**src/rtl/bla_sub_seq_if.sv**
```systemverilog
// Handshake/bus bundle for the sequential borrow-lookahead subtractor.
// master: drives start/a/b; slave: returns busy/done/diff/borrow/overflow.
interface bla_sub_seq_if #(
    parameter int WIDTH = 16
);
    logic             start;
    logic [WIDTH-1:0] a;
    logic [WIDTH-1:0] b;
    logic             busy;
    logic             done;
    logic [WIDTH-1:0] diff;
    logic             borrow;
    logic             overflow;

    modport master (
        output start, a, b,
        input  busy, done, diff, borrow, overflow
    );

    modport slave (
        input  start, a, b,
        output busy, done, diff, borrow, overflow
    );
endinterface

```
**src/rtl/bla_sub_seq.sv**
```systemverilog
// Multi-cycle subtractor diff = a - b, one SLICE-bit borrow-lookahead slice
// per clock (LSB first), borrow rippled between slices through a register.
// Ports: clk, rst_n (async, active low), bus (bla_sub_seq_if.slave):
//   start/a/b in; busy/done/diff/borrow/overflow out.
// Optional: define BLA_SUB_SAT_EN to commit a signed-saturated diff on overflow.
module bla_sub_seq #(
    parameter int WIDTH = 16,
    parameter int SLICE = 4
) (
    input  logic         clk,
    input  logic         rst_n,
    bla_sub_seq_if.slave bus
);
    localparam int N  = WIDTH / SLICE;
    localparam int IW = (N > 1) ? $clog2(N) : 1;

    typedef enum logic {
        IDLE,
        RUN
    } state_t;

    state_t           state_q;
    state_t           state_d;
    logic             accept;
    logic             last;

    logic [IW-1:0]    idx_q;
    logic             bin_q;
    logic [WIDTH-1:0] a_q;
    logic [WIDTH-1:0] b_q;
    logic [WIDTH-1:0] work_q;
    logic [WIDTH-1:0] work_d;

    logic             done_q;
    logic [WIDTH-1:0] diff_q;
    logic             borrow_q;
    logic             ovf_q;

    int               off;
    logic [WIDTH-1:0] a_sh;
    logic [WIDTH-1:0] b_sh;
    logic [SLICE-1:0] sa;
    logic [SLICE-1:0] sb;
    logic [SLICE-1:0] g;
    logic [SLICE-1:0] p;
    logic [SLICE:0]   br;
    logic [SLICE-1:0] sd;

    logic             ovf_raw;
    logic [WIDTH-1:0] diff_commit;

    // ---------------- FSM ----------------
    always_ff @(posedge clk or negedge rst_n) begin
        if (!rst_n) begin
            state_q <= IDLE;
        end else begin
            state_q <= state_d;
        end
    end

    always_comb begin
        state_d = state_q;
        accept  = 1'b0;
        last    = 1'b0;
        unique case (state_q)
            IDLE: begin
                if (bus.start) begin
                    state_d = RUN;
                    accept  = 1'b1;
                end
            end
            RUN: begin
                if (idx_q == IW'(N - 1)) begin
                    state_d = IDLE;
                    last    = 1'b1;
                end
            end
        endcase
    end

    // ---------------- slice datapath ----------------
    assign off  = int'(idx_q) * SLICE;
    assign a_sh = a_q >> off;
    assign b_sh = b_q >> off;
    assign sa   = a_sh[SLICE-1:0];
    assign sb   = b_sh[SLICE-1:0];

    // Borrow into bit i+1 is a flat sum of products over generate/propagate
    // terms, so the slice has no internal ripple chain.
    always_comb begin
        logic term;
        logic pp;
        term  = 1'b0;
        pp    = 1'b0;
        g     = ~sa & sb;
        p     = ~(sa ^ sb);
        br    = '0;
        br[0] = bin_q;
        for (int i = 0; i < SLICE; i++) begin
            term = g[i];
            pp   = p[i];
            for (int j = i - 1; j >= 0; j--) begin
                term = term | (pp & g[j]);
                pp   = pp & p[j];
            end
            br[i+1] = term | (pp & bin_q);
        end
        sd = sa ^ sb ^ br[SLICE-1:0];
    end

    // Working register with the current slice merged in; on the last slice
    // this is the complete raw difference.
    always_comb begin
        logic [WIDTH-1:0] mask;
        mask   = WIDTH'({SLICE{1'b1}}) << off;
        work_d = (work_q & ~mask) | (WIDTH'(sd) << off);
    end

    assign ovf_raw = (a_q[WIDTH-1] != b_q[WIDTH-1]) &&
                     (work_d[WIDTH-1] != a_q[WIDTH-1]);

`ifdef BLA_SUB_SAT_EN
    // Overflow can only go away from a's sign, so saturate toward it.
    always_comb begin
        diff_commit = work_d;
        if (ovf_raw) begin
            diff_commit = a_q[WIDTH-1] ? {1'b1, {(WIDTH-1){1'b0}}}
                                       : {1'b0, {(WIDTH-1){1'b1}}};
        end
    end
`else
    assign diff_commit = work_d;
`endif

    // ---------------- registers ----------------
    always_ff @(posedge clk or negedge rst_n) begin
        if (!rst_n) begin
            a_q      <= '0;
            b_q      <= '0;
            work_q   <= '0;
            idx_q    <= '0;
            bin_q    <= 1'b0;
            done_q   <= 1'b0;
            diff_q   <= '0;
            borrow_q <= 1'b0;
            ovf_q    <= 1'b0;
        end else begin
            done_q <= last;
            if (accept) begin
                a_q    <= bus.a;
                b_q    <= bus.b;
                work_q <= '0;
                idx_q  <= '0;
                bin_q  <= 1'b0;
            end else if (state_q == RUN) begin
                work_q <= work_d;
                bin_q  <= br[SLICE];
                if (last) begin
                    idx_q    <= '0;
                    diff_q   <= diff_commit;
                    borrow_q <= br[SLICE];
                    ovf_q    <= ovf_raw;
                end else begin
                    idx_q <= idx_q + IW'(1);
                end
            end
        end
    end

    assign bus.busy     = (state_q == RUN);
    assign bus.done     = done_q;
    assign bus.diff     = diff_q;
    assign bus.borrow   = borrow_q;
    assign bus.overflow = ovf_q;

endmodule
```
**src/flat_wrapper.sv**
```systemverilog
// flat-port wrapper written by rule: the top's interface ports become plain ports
module bla_sub_seq_flat 
#(
    parameter int WIDTH = 16,
    parameter int SLICE = 4
)
  (clk, rst_n, bus_start, bus_a, bus_b, bus_busy, bus_done, bus_diff, bus_borrow, bus_overflow);
  bla_sub_seq_if #(.WIDTH(WIDTH)) bus_i ();
  input  logic clk;
  input  logic rst_n;
  input wire logic [$bits(bus_i.start)-1:0] bus_start;
  input wire logic [$bits(bus_i.a)-1:0] bus_a;
  input wire logic [$bits(bus_i.b)-1:0] bus_b;
  output wire logic [$bits(bus_i.busy)-1:0] bus_busy;
  output wire logic [$bits(bus_i.done)-1:0] bus_done;
  output wire logic [$bits(bus_i.diff)-1:0] bus_diff;
  output wire logic [$bits(bus_i.borrow)-1:0] bus_borrow;
  output wire logic [$bits(bus_i.overflow)-1:0] bus_overflow;
  assign bus_i.start = bus_start;
  assign bus_i.a = bus_a;
  assign bus_i.b = bus_b;
  assign bus_busy = bus_i.busy;
  assign bus_done = bus_i.done;
  assign bus_diff = bus_i.diff;
  assign bus_borrow = bus_i.borrow;
  assign bus_overflow = bus_i.overflow;
  bla_sub_seq #(.WIDTH(WIDTH), .SLICE(SLICE)) u_core (.clk(clk), .rst_n(rst_n), .bus(bus_i));
endmodule
```
**config.mk**
```make
export PLATFORM = sky130hd
export DESIGN_NAME = bla_sub_seq_flat
export DESIGN_NICKNAME = d
export VERILOG_FILES = /design/src/rtl/bla_sub_seq_if.sv /design/src/rtl/bla_sub_seq.sv /design/src/flat_wrapper.sv
export SDC_FILE = /design/constraint.sdc
export NUM_CORES = 1
export LEC_CHECK = 0
export CAP_MARGIN = 25
export CORE_MARGIN = 3
export CORE_UTILIZATION = 45
export CTS_BUF_LIST = sky130_fd_sc_hd__clkbuf_2
export CTS_CLUSTER_SIZE = 30
export DETAILED_ROUTE_END_ITERATION = 10
export DONT_BUFFER_PORTS = 1
export PLACE_DENSITY = 0.62
export SETUP_SLACK_MARGIN = 0.05
export SKIP_LAST_GASP = 1
export SLEW_MARGIN = 0
export SYNTH_ARGS = -nofsm -noshare
export SYNTH_HDL_FRONTEND = slang
export SYNTH_SLANG_ARGS = --single-unit
export TNS_END_PERCENT = 10
```
**constraint.sdc**
```tcl
create_clock -name clk -period 3.4 [get_ports clk]
set_input_delay 0.34 -clock clk [delete_from_list [all_inputs] [get_ports clk]]
set_output_delay 0.34 -clock clk [all_outputs]
set_load 0.03 [all_outputs]
```
-- Word-level counts from Yosys, hierarchy flattened
Cells that the tools add are included.
- bits in registers: 71
- input bits: 35
- logic and storage cells: 70
- output and inout port bits: 20
- bitwise gates (word level): 36
- multiplexer cells: 13
- shifts and indexed selects: 4
- reduce and logical (&&, ||, !) cells: 3
- equality and inequality tests: 3
- add/sub/neg operators: 1
- operators with widths (kind ; number):
    16-bit 2-to-1 mux ; 2
    16-bit by 4-bit right shift with 4-bit output ; 2
    1-bit bitwise AND ; 16
    16-bit bitwise AND ; 1
    16-bit inverter ; 1
    16-bit bitwise OR ; 1
    4-bit by 4-bit << shifter with 16-bit output ; 1
    4-bit by 4-bit << shifter with 16-bit output (first input constant) ; 1
    1-bit bitwise OR ; 10
    4-bit inverter ; 2
    4-bit XOR ; 2
    1-bit 2-to-1 mux ; 7
    2-bit 2-to-1 mux ; 3
    4-bit bitwise AND ; 1
    3-bit AND reduction ; 1
    2-bit by 1-bit adder with 2-bit output (second input constant) ; 1
    2-bit equality test (second input constant) ; 1
    1-bit inequality test ; 2
    1-bit inverter ; 2
    1-bit one-hot mux with 2 select lines ; 1
    2-bit nonzero test ; 1
    1-bit logical AND ; 1

-- Longest topological paths before layout
- depth after elaboration: 12
- gate-level depth with buffers: 10

-- Least setup slack after synthesis
No wires, ideal clock.
- kind: reg-to-reg
- start: reg u_core.idx_q[1]
- end: reg u_core.ovf_q (netlist: u_core.bus.overflow)
- stages on the path, launching flop included: 10
- clock period less this slack: 2676 ps
- slack: 724 ps
- arrival time: 2603 ps
- data required time: 3327 ps
- path through: dfrtp_1 > clkbuf_1 > buf_1 > mux4_2 > ha_1 > a41oi_1 > o21ai_2 > xnor2_2 > a311o_1 > a2bb2oi_2
- word-level cells in the longest chain between the ends: 12
- elaborated cells between the ends (all ways): 26
- those cells by class: eq/ne (2); shift (4); mux (2); bitwise (16); reduce/logical (2)
- RTL lines (element ; line ; RTL):
    from (decl) ; bla_sub_seq.sv:27 ; logic [IW-1:0] idx_q;
    from (signal assigned) ; bla_sub_seq.sv:164 ; idx_q <= idx_q + IW'(1);
    16-bit by 4-bit right shift with 4-bit output, on equally long branches ; bla_sub_seq.sv:83, bla_sub_seq.sv:84 ;
    4-bit XOR or 4-bit inverter (tied branches) ; bla_sub_seq.sv:96, bla_sub_seq.sv:108, bla_sub_seq.sv:95 ;
    4-bit inverter or 4-bit bitwise AND (tied branches) ; bla_sub_seq.sv:96, bla_sub_seq.sv:95 ;
    1-bit bitwise AND, on equally long branches ; bla_sub_seq.sv:103, bla_sub_seq.sv:104 ;
    1-bit bitwise OR (tied with other cells) ; bla_sub_seq.sv:103 ; term = term | (pp & g[j]);
    1-bit bitwise OR or 1-bit bitwise AND (tied branches) ; bla_sub_seq.sv:103, bla_sub_seq.sv:106 ;
    1-bit bitwise OR ; bla_sub_seq.sv:106 ; br[i+1] = term | (pp & bin_q);
    4-bit XOR ; bla_sub_seq.sv:108 ; sd = sa ^ sb ^ br[SLICE-1:0];
    4-bit by 4-bit << shifter with 16-bit output ; bla_sub_seq.sv:116 ; work_d = (work_q & ~mask) | (WIDTH'(sd) << off);
    16-bit bitwise OR ; bla_sub_seq.sv:116 ;
    1-bit inequality test ; bla_sub_seq.sv:120 ; (work_d[WIDTH-1] != a_q[WIDTH-1]);
    1-bit logical AND ; bla_sub_seq.sv:119 ; assign ovf_raw = (a_q[WIDTH-1] != b_q[WIDTH-1]) &&
    to (signal assigned) ; bla_sub_seq.sv:162 ; ovf_q <= ovf_raw;
    to (decl) ; bla_sub_seq.sv:37 ; logic ovf_q;
Parallel ways exist; a longest one is shown, timed or not.
A chain may end at the register's enable or synchronous reset.

-- Worst setup path in the final report
- start: reg u_core.idx_q[0]
- end: reg u_core.ovf_q (netlist: u_core.bus.overflow)
The elaborated chain is that of the path after synthesis.

==> metrics.yaml <==
clkSinkCount: 67
routed_wl_um: 6550
dieArea_mm2: 0.00782
routedWlPerCell_um: 14.8
rows: 29
yosysWarnings: 0
grt_use_met2: 0.327
yosys-top-cells-count: "nand2_1 (134), dfrtp_1 (67), o21ai_0 (29)"
slew_viol_final: 0
fin_crit_sh: 0.793
synth_area_mm2: 0.00306
n_fill_cell: 578
ys_async_sr_fraction: 1.00
syn2layout_area_growth_pct: 19.8
synthDistinctLibCells: 29
detail-route-antenna-nets: 0
numCtsBuffers: 9
portBuffers: 0
register_area_mm2: 0.00168
cp_slowest_stage_delay_ns: 0.64
via_per_inst: 5.16
cp-end-kind: "register"
antenna_found_initial: 0
yosysMostFrequentCell: "nand2_1"
crit_type: "register to register"
setup_viol: 0
cts_hold_buffers: 35
synth_nets: 368
status: "completed"
arrival_ns: 3.14
max-slew-margin-rel: 0.484
power_mw: 4.09
grt_max_degree: 68
grt.total_usage: 0.190
grt.busiest_layer: "met2"
insertion_delay_ns: 0.49
ios: 55
path_buf_inv: 0
nets: 404
cts_setup_buffers: 0
synth_seq_cells: 67
num_vias: 2281
cts_buffer_depth: 2
fin_skew_ns: 0.0245
cp_slowest_cell: "dfrtp_1"
p_leak_nw: 1.77
path_delay_family: "compound AO/OA/AOI/OAI gates"
path_clk_slew_ns: 0.19
fin_setup_tns_ns: 0
drc_errors: 0
fmax_ghz: 0.371
rsz0062_at_grt: "false"
place_hpwl_um: 4460
met1_usage: 0.227
synth_sequential_area_ratio: 0.548
worst_pin_slew_ns: 0.774
pre_cts_ws_ns: 0.708
pwr-share-seq: 0.400
grt_pass1_vias: 2329
avgSynthCellArea_um2: 9.44
hold_viol_final: 0
cp-start-kind: "register"
initialDrtViolationCount: 95
synth_area_leader_cell: "dfrtp_1"
drive_above_1_share: 0.0877
path_cells: "mux4_2 > ha_1 > a41oi_1 > o21ai_2 > xnor2_2 > a311o_1 > a2bb2oi_2"
p_int_mw: 2.19
required_ns: 3.84
die_y_um: 88.4
min_period_ns: 2.70
netlist.area_leader.share: 0.548
start_util: 0.473
yosys-top-cells-area: "dfrtp_1 (55%), nand2_1 (16%), mux4_2 (5.9%), o21ai_0 (4.7%), ha_1 (3.3%)"
ys.flop_type: "dfrtp_1"
p_switching_mw: 1.90
htree_levels: 3
power_frac_comb: 0.471
ir_drop_mv: 0.504
final_util: 0.567
overflow: 0
gp_congestion: 0.808
cts-resized-gates: 0
whs_ns: 0.226
grt_pass1_wl_um: 11200
cts_root_buf: "clkbuf_2"
fp.coreArea_mm2: 0.00646
worstPathMaxFanout: 8
grt_use_met3: 0.0726
synth_edf_count: 0
first_pass_iters: 4
hold_path.class: "input pin to register"
synth_cells: 324
p_per_area_mw_per_mm2: 1120
diodes: 0
p_sw_frac: 0.465
clockPowerShare: 0.128
cap_violations: 0
multi_input_area_mm2: 0.00127
tritoncts: "yes"
fp.dieW_um: 88.4
setup_ws_ns: 0.702
-- metal layers --
metal  vias up  part of all wire
met5         -                 0
met4         0             0.011
met3         8             0.052
met2        52              0.52
met1      1087              0.42
li1       1134                 -
-- power groups by stage --
stage / Sequential [mW] / Clock [mW] / Combinational (mW)
after detailed placement: 1.67 / 0 / 1.87
after global placement: 1.66 / 0 / 1.83
after CTS: 1.65 / 0.540 / 1.93
after global routing: 1.70 / 0.583 / 2.21
final: 1.64 / 0.525 / 1.93
after floorplan: 1.51 / 0 / 1.52
-- worst reg2reg max path, cell delays in order (launching register included) --
cell,delay [ns]
dfrtp_1,0.64
mux4_2,0.56
ha_1,0.34
a41oi_1,0.28
o21ai_2,0.12
xnor2_2,0.21
a311o_1,0.39
a2bb2oi_2,0.13
-- worst paths after layout --
check	from	end	slack [ns]	cells after the start
worst min-delay path	bus_start	u_core.bus.busy	0.23	3
worst max-delay path	u_core.idx_q[0]	u_core.bus.overflow	0.70	7
worst max register to register	u_core.idx_q[0]	u_core.bus.overflow	0.70	7
min in group asynchronous	rst_n	u_core.bus.done	0.36	2
max in group asynchronous	rst_n	u_core.bin_q	2.75	2
worst min register to register	u_core.b_q[8]	u_core.b_q[8]	0.50	2
-- stage by stage --
step                area, um^2  std cells
floorplan                 3060        324
global placement          3120        389
detailed placement        3120        389
CTS                       3630        440
global route              3660        442
finish                    3660        442
-- cell type report --
cell class                 count  share of cell area
sequential                    67               0.457
timing repair buffer          40               0.117
inverter                      14              0.0143
tap                           77              0.0263
clock inverter                 7              0.0253
multi-input combinational    228               0.348
clock buffer                   9              0.0123
-- layout by cell type (no fill, tap or decap), drive strengths merged, types with 7 or more instances in the layout --
master       count
a21oi           13
inv             14
clkbuf           9
nor2b            7
o21ai           30
dfrtp           67
mux4             8
ha               8
nand2          134
dlygate4sd3     35
-- cells by family (layout without fill, tap and decap cells) --
kind of cell | after synthesis | in the layout | synth area share
xor gates and xnor gates | 3 | 3 | 0.0110
AOI/OAI and AO/OA | 57 | 57 | 0.111
DFF | 67 | 67 | 0.548
and+or+nand+nor | 151 | 151 | 0.196
buffers and inverters | 29 | 70 | 0.0360
muxes | 8 | 8 | 0.0589
adders and majority gates | 9 | 9 | 0.0393
-- state kept, by name, summed over array words and instances (netlist names) --
register,cells
u_core.bus.borrow,1
u_core.work_q,12
u_core.idx_q,2
u_core.bus.overflow,1
u_core.b_q,16
u_core.a_q,16
u_core.bus.done,1
u_core.bin_q,1
u_core.bus.busy,1
u_core.bus.diff,16
Power figures use the tool's default switching activity.
